**config.mk**
```make
export PLATFORM = sky130hd
export DESIGN_NAME = half_subtractor_structural
export DESIGN_NICKNAME = d
export VERILOG_FILES = /design/src/rtl/half_sub_cell.sv /design/src/rtl/half_subtractor_structural.sv
export SDC_FILE = /design/constraint.sdc
export NUM_CORES = 1
export LEC_CHECK = 0
export CAP_MARGIN = 20
export CORE_AREA = 2 2 39 41
export CTS_CLUSTER_DIAMETER = 30
export DETAILED_ROUTE_END_ITERATION = 10
export DIE_AREA = 0 0 41 43
export PLACE_DENSITY = 0.7
export SYNTH_ARGS = -nofsm -noshare
export SYNTH_HDL_FRONTEND = slang
export SYNTH_SLANG_ARGS = --single-unit
export TNS_END_PERCENT = 10
```
**constraint.sdc**
```tcl
create_clock -name clk -period 3.1 [get_ports clk]
set_clock_uncertainty 0.05 [all_clocks]
set_input_delay 0.31 -clock clk [delete_from_list [all_inputs] [get_ports clk]]
set_output_delay 0.31 -clock clk [all_outputs]
set_load 0.005 [all_outputs]
```
**src/rtl/half_sub_cell.sv**
```systemverilog
`default_nettype none
// ============================================================================
// Module   : half_sub_cell
// Brief    : Gate-level half subtractor: Y = A ^ B, borrow = ~A & B.
// Revision : 1.0
// ============================================================================
module half_sub_cell (
    input  logic A,
    input  logic B,
    output logic Y,
    output logic borrow
);

    wire w_diff;
    wire w_not_a;
    wire w_borrow;

    xor g_xor_diff   (w_diff,   A,       B);
    not g_not_a      (w_not_a,  A);
    and g_and_borrow (w_borrow, w_not_a, B);

    assign Y      = w_diff;
    assign borrow = w_borrow;

endmodule
`default_nettype wire

```
**src/rtl/half_subtractor_structural.sv**
```systemverilog
`default_nettype none
// ============================================================================
// Module   : half_subtractor_structural
// Brief    : Structural half subtractor with registered outputs and a
//            saturating counter of clock edges that sample borrow=1.
// Revision : 1.0
// ============================================================================
module half_subtractor_structural #(
    parameter int CNT_W = 8
) (
    input  logic             clk,
    input  logic             rst,
    input  logic             A,
    input  logic             B,
    output logic             Y,
    output logic             borrow,
    output logic             Y_q,
    output logic             borrow_q,
    output logic [CNT_W-1:0] borrow_cnt
);

    localparam logic [CNT_W-1:0] c_CNT_MAX = {CNT_W{1'b1}};
    localparam logic [CNT_W-1:0] c_CNT_ONE = {{(CNT_W-1){1'b0}}, 1'b1};

    logic             w_y;
    logic             w_borrow;
    logic             r_y_q;
    logic             r_borrow_q;
    logic [CNT_W-1:0] r_borrow_cnt;

    half_sub_cell u_cell (
        .A      (A),
        .B      (B),
        .Y      (w_y),
        .borrow (w_borrow)
    );

    // Counter holds at all-ones instead of wrapping back to zero.
    always_ff @(posedge clk or posedge rst) begin
        if (rst) begin
            r_y_q        <= 1'b0;
            r_borrow_q   <= 1'b0;
            r_borrow_cnt <= '0;
        end else begin
            r_y_q      <= w_y;
            r_borrow_q <= w_borrow;
            if (w_borrow && (r_borrow_cnt != c_CNT_MAX)) begin
                r_borrow_cnt <= r_borrow_cnt + c_CNT_ONE;
            end
        end
    end

    assign Y          = w_y;
    assign borrow     = w_borrow;
    assign Y_q        = r_y_q;
    assign borrow_q   = r_borrow_q;
    assign borrow_cnt = r_borrow_cnt;

endmodule
`default_nettype wire

```
---- Yosys cells after proc, flatten, opt, wreduce, memory -nomap -nowiden ----
Cells that the tools add are included.
word-level totals
  bits in registers ....................... 10
  bits in latches ......................... 0
  memory bits (writable) .................. 0
  memory bits (read-only) ................. 0
  input bits .............................. 4
  word-level logic and storage cells ...... 9
  memories ................................ 0
operators by class
  $add $sub $neg .......................... 1
  multiply operators ...................... 0
  div/mod/pow operators ................... 0
  order comparisons ....................... 0
  equal/unequal tests ..................... 1
  shift-type cells ........................ 0
  multiplexer cells ....................... 0
  bitwise operators ....................... 3
  reduce and logical (&&, ||, !) cells .... 1
operators by type and width
  operator             number
  $add 8x1->8 const B  1
  $ne 8x8->1 const B   1
  $and 1x1->1          1
  $logic_and 1x1->1    1
  $not 1->1            1
  $xor 1x1->1          1

---- Logic depth before layout (Yosys ltp) ----
  word-level depth ........................ 3
  gate-level depth with buffers ........... 5
  gate-level depth less buffers ........... 5

---- Cells and area by module ----
From an unflattened synthesis, not the netlist that was laid out.
unflattened totals
  cell total of the unflattened synthesis .. 43
  area, all modules ....................... 489.2 sq um
by module, submodules not included
  module                      times used  cells an instance  area each (sq um)
  half_subtractor_structural  1           40                 469.2
  half_sub_cell               1           3                  20.0

---- Worst setup path before layout ----
OpenSTA, ideal clock, no wires.
  path type ............................... input -> register
  start point ............................. input A
  end point ............................... register r_borrow_cnt[7] (netlist: borrow_cnt[7])
  data arrival time ....................... 1.241 ns
  required time ........................... 2.925 ns
  path slack .............................. 1.684 ns
  cell stages on the path ................. 5
  cells stage by stage .................... inv_1 ha_1 nand4_1 nor2_1 mux2_2
between the ends
  word-level cells in the longest chain between the ends .. 3
ends and longest elaborated chain
  what                  RTL line                          text
  from (decl)           half_subtractor_structural.sv:13  input logic A,
  $not 1->1             half_sub_cell.sv:19               not g_not_a (w_not_a, A);
  $and 1x1->1           half_sub_cell.sv:20               and g_and_borrow (w_borrow, w_not_a, B);
  named net borrow      half_subtractor_structural.sv:16  output logic borrow,
  $logic_and 1x1->1     half_subtractor_structural.sv:47  if (w_borrow && (r_borrow_cnt != c_CNT_MAX)) begin
  to (signal assigned)  half_subtractor_structural.sv:48  r_borrow_cnt <= r_borrow_cnt + c_CNT_ONE;
  to (decl)             half_subtractor_structural.sv:29  logic [CNT_W-1:0] r_borrow_cnt;
The timed path passes the listed nets, and every way through them passes these cells.
A chain may end at the register's enable or synchronous reset.

---- Final worst setup path ----
  start point ............................. input B
  end point ............................... output borrow
between the ends
  word-level cells in the longest chain between the ends .. 1
ends and longest elaborated chain
  what         RTL line                          text
  from (decl)  half_subtractor_structural.sv:14  input logic B,
  $and 1x1->1  half_sub_cell.sv:20
  to (decl)    half_subtractor_structural.sv:16
Every way passes these cells.

==> results.toml <==
[logic_synthesis]
yosys_most_used_dff = "dfrtp_1"
ys_seq_area_share_pct = 51.7
synth_top_area_share_pct = 51.7
ys_top_cells_by_area = "dfrtp_1 (52%), ha_1 (5.2%), mux2_2 (4.7%), nand4_1 (3.9%), xnor2_1 (3.6%)"
synth_compound_area_share_pct = 11.9
yosys.area_share.simple_pct = 15.8
synth_top_family_by_area = "simple AND/OR/NAND/NOR gates"
muxShareOfSynthArea_pct = 6.98
ys_ff_latch = 10
yosysTopAreaCell = "dfrtp_1"
synth_cell_types = 20
netlist_instances = 42
netlist_area_sq_um = 484
yosys.area_share.adder_pct = 5.17
synth.avg_cell_area_sq_um = 11.5
synth-xor-area-share_pct = 5.43
synth_nets = 48
synth_common_cells = "dfrtp_1 (10), inv_1 (4), nand2_1 (3), nand4_1 (3)"
yosysWarningCount = 0
synth_most_common_cell = "dfrtp_1"
synthArstFlopShare_pct = 100
synth_edf_count = 0

[floorplanning]
start_util_pct = 35.0
rows = 14
core_sq_um = 1380
die-area_sq_um = 1760
dieWidth_um = 41
io_pins = 16
die_h_um = 43

[drt]
drtPass1Iterations = 4
drc_errors = 0
wl_per_cell_um = 12.0
via_count = 407
vias_per_cell = 5.36
ant_nets = 0
wl_um = 910
first_iter_violations = 4

[clock_tree]
clock_latency_ps = 250
clock_path_buffers = 2
post-cts-setup-buffers = 0
clock_sinks = 10
cts_hold_buf = 0
cts-root-buf = "clkbuf_4"
htreeDepth = 1
cts_buffers = 3
clk_pin_slew_ps = 60
cts_resized = 0
cts_tree = "done"

[global_route]
gr-total-overflow = 0
antenna_found_initial = 0
grt_usage_pct = 14.1
grt_max_degree = 11
first_global_vias = 406
grt_pass1_wl_um = 1680

[setup_path]
rr_endpoint = "borrow_cnt[1]"
critical_path_class = "in2out"
startpoint_type = "input port"
r2r_setup_slack_ps = 1570
r2r-start = "borrow_cnt[0]"
cp-end-kind = "output pin"
required_ps = 2740
critical_path_arrival_ps = 1640
reg2reg_depth = 4
crit_path_max_fanout = 7

[power]
power.internal_w = 0.000328
seqPwrFrac_pct = 46.9
switching_power_w = 0.000157
peakVddDrop_mv = 0.341
swShare_pct = 32.3
combPwrFrac_pct = 35.8
power.leakage_nw = 0.287
powerDensity_nw_per_um2 = 716
clkPwrFrac_pct = 17.3

[run_status]
status = "completed"

[sta]
period_needed_ps = 2000
hold_slack_ps = 275
fmax_mhz = 499
tns_ps = 0
fin_crit_sh_pct = 64.6
slew_viol_final = 0
tightestPinTransition_ps = 370
finalHoldViolations = 0
slew_headroom_pct = 75.3
setup_viol = 0
rsz0062_at_grt = "false"

[placement]
post_dp_cell_area_sq_um = 654
dp_hpwl_um = 680
io_buffers = 15
gp_congestion = 0.678

[layout]
area_growth_syn_to_layout_pct = 39.8
final_cell_area_sq_um = 677
n_antenna_cell = 0
drive_gt1_share_pct = 15.0
fin_nets = 68

[min_path]
hp-class = "in2async"

[job]
max_cap_violations = 0
## logic make-up after synthesis
kind of cell / count (synthesis)
buffers and inverters: 4
XOR/XNOR: 3
adder cells (fa/ha/maj): 2
multiplexers: 3
AND/OR/NAND/NOR: 13
flip-flops: 10
AO/OA/AOI/OAI: 7
## state kept, by name (all words and copies together) (netlist names)
signal      flops
borrow_cnt      8
borrow_q        1
Y_q             1
## metrics by stage
stage / total power, W / setup WS, ps / instances / utilization, %
detailed placement: 0.000405 / 1090 / 73 / 47.3
floorplan: 0.000296 / 1680 / 42 / -
finish: 0.000485 / 1100 / 76 / 48.9
global placement: 0.000401 / 1120 / 73 / 47.3
global route: 0.000527 / 1030 / 76 / 48.9
CTS: 0.000492 / 1090 / 76 / 48.9
## critical path, cell delays in order
cell and delay [ps]:
clkdlybuf4s50_1 460, ha_1 310, clkdlybuf4s50_1 560
## cell type report
cell class	instances	area, sq um
flip-flops and latches	10	250
well taps	16	20.0
clock buffers	3	22.5
multi-input cells	28	219
fillers	133	707
inverters	4	15.0
repair buffers	15	150
## power by group through the flow
stage | clock network, W | registers [W] | logic [W]
after detailed placement | 0 | 0.000230 | 0.000175
after global routing | 0.0000936 | 0.000236 | 0.000197
after floorplan | 0 | 0.000224 | 0.0000722
final | 0.0000837 | 0.000227 | 0.000174
after CTS | 0.0000877 | 0.000228 | 0.000177
after global placement | 0 | 0.000230 | 0.000171
## per-layer routing
layer | track usage (%) | wire, um | vias to the layer above
met3 | 4.71 | 61 | 2
met5 | 0 | 0 | -
li1 | - | - | 193
met2 | 21.3 | 421 | 17
met4 | 6.00 | 4 | 0
met1 | 17.7 | 424 | 195
## layout by cell type (no fill, tap or decap)
cell type        Yosys  final
mux2_1               1      1
nand4_1              3      3
clkdlybuf4s50_1      0     15
o31ai_1              2      2
nor2_1               2      2
and4_1               1      1
ha_1                 2      2
or2b_2               1      1
a311oi_2             1      1
inv_1                4      4
and3_4               1      1
a31oi_1              1      1
o21bai_1             1      1
nand2_1              3      3
xor2_1               1      1
dfrtp_1             10     10
clkbuf_4             0      3
xnor2_1              2      2
mux2_2               2      2
nand3_1              2      2
o21ai_2              1      1
a21oi_1              1      1
## worst max path at each step
stage | start | end | slack [ps] | cells after the start
2_1_floorplan | A | borrow_cnt[7] | 1680 | 5
3_3_place_gp | A | Y | 1120 | 5
3_5_place_dp | A | Y | 1090 | 5
4_1_cts | A | Y | 1090 | 5
5_1_grt | A | borrow | 1030 | 4
6_report | B | borrow | 1100 | 3
No activity file was read; power rests on OpenSTA's default activity.
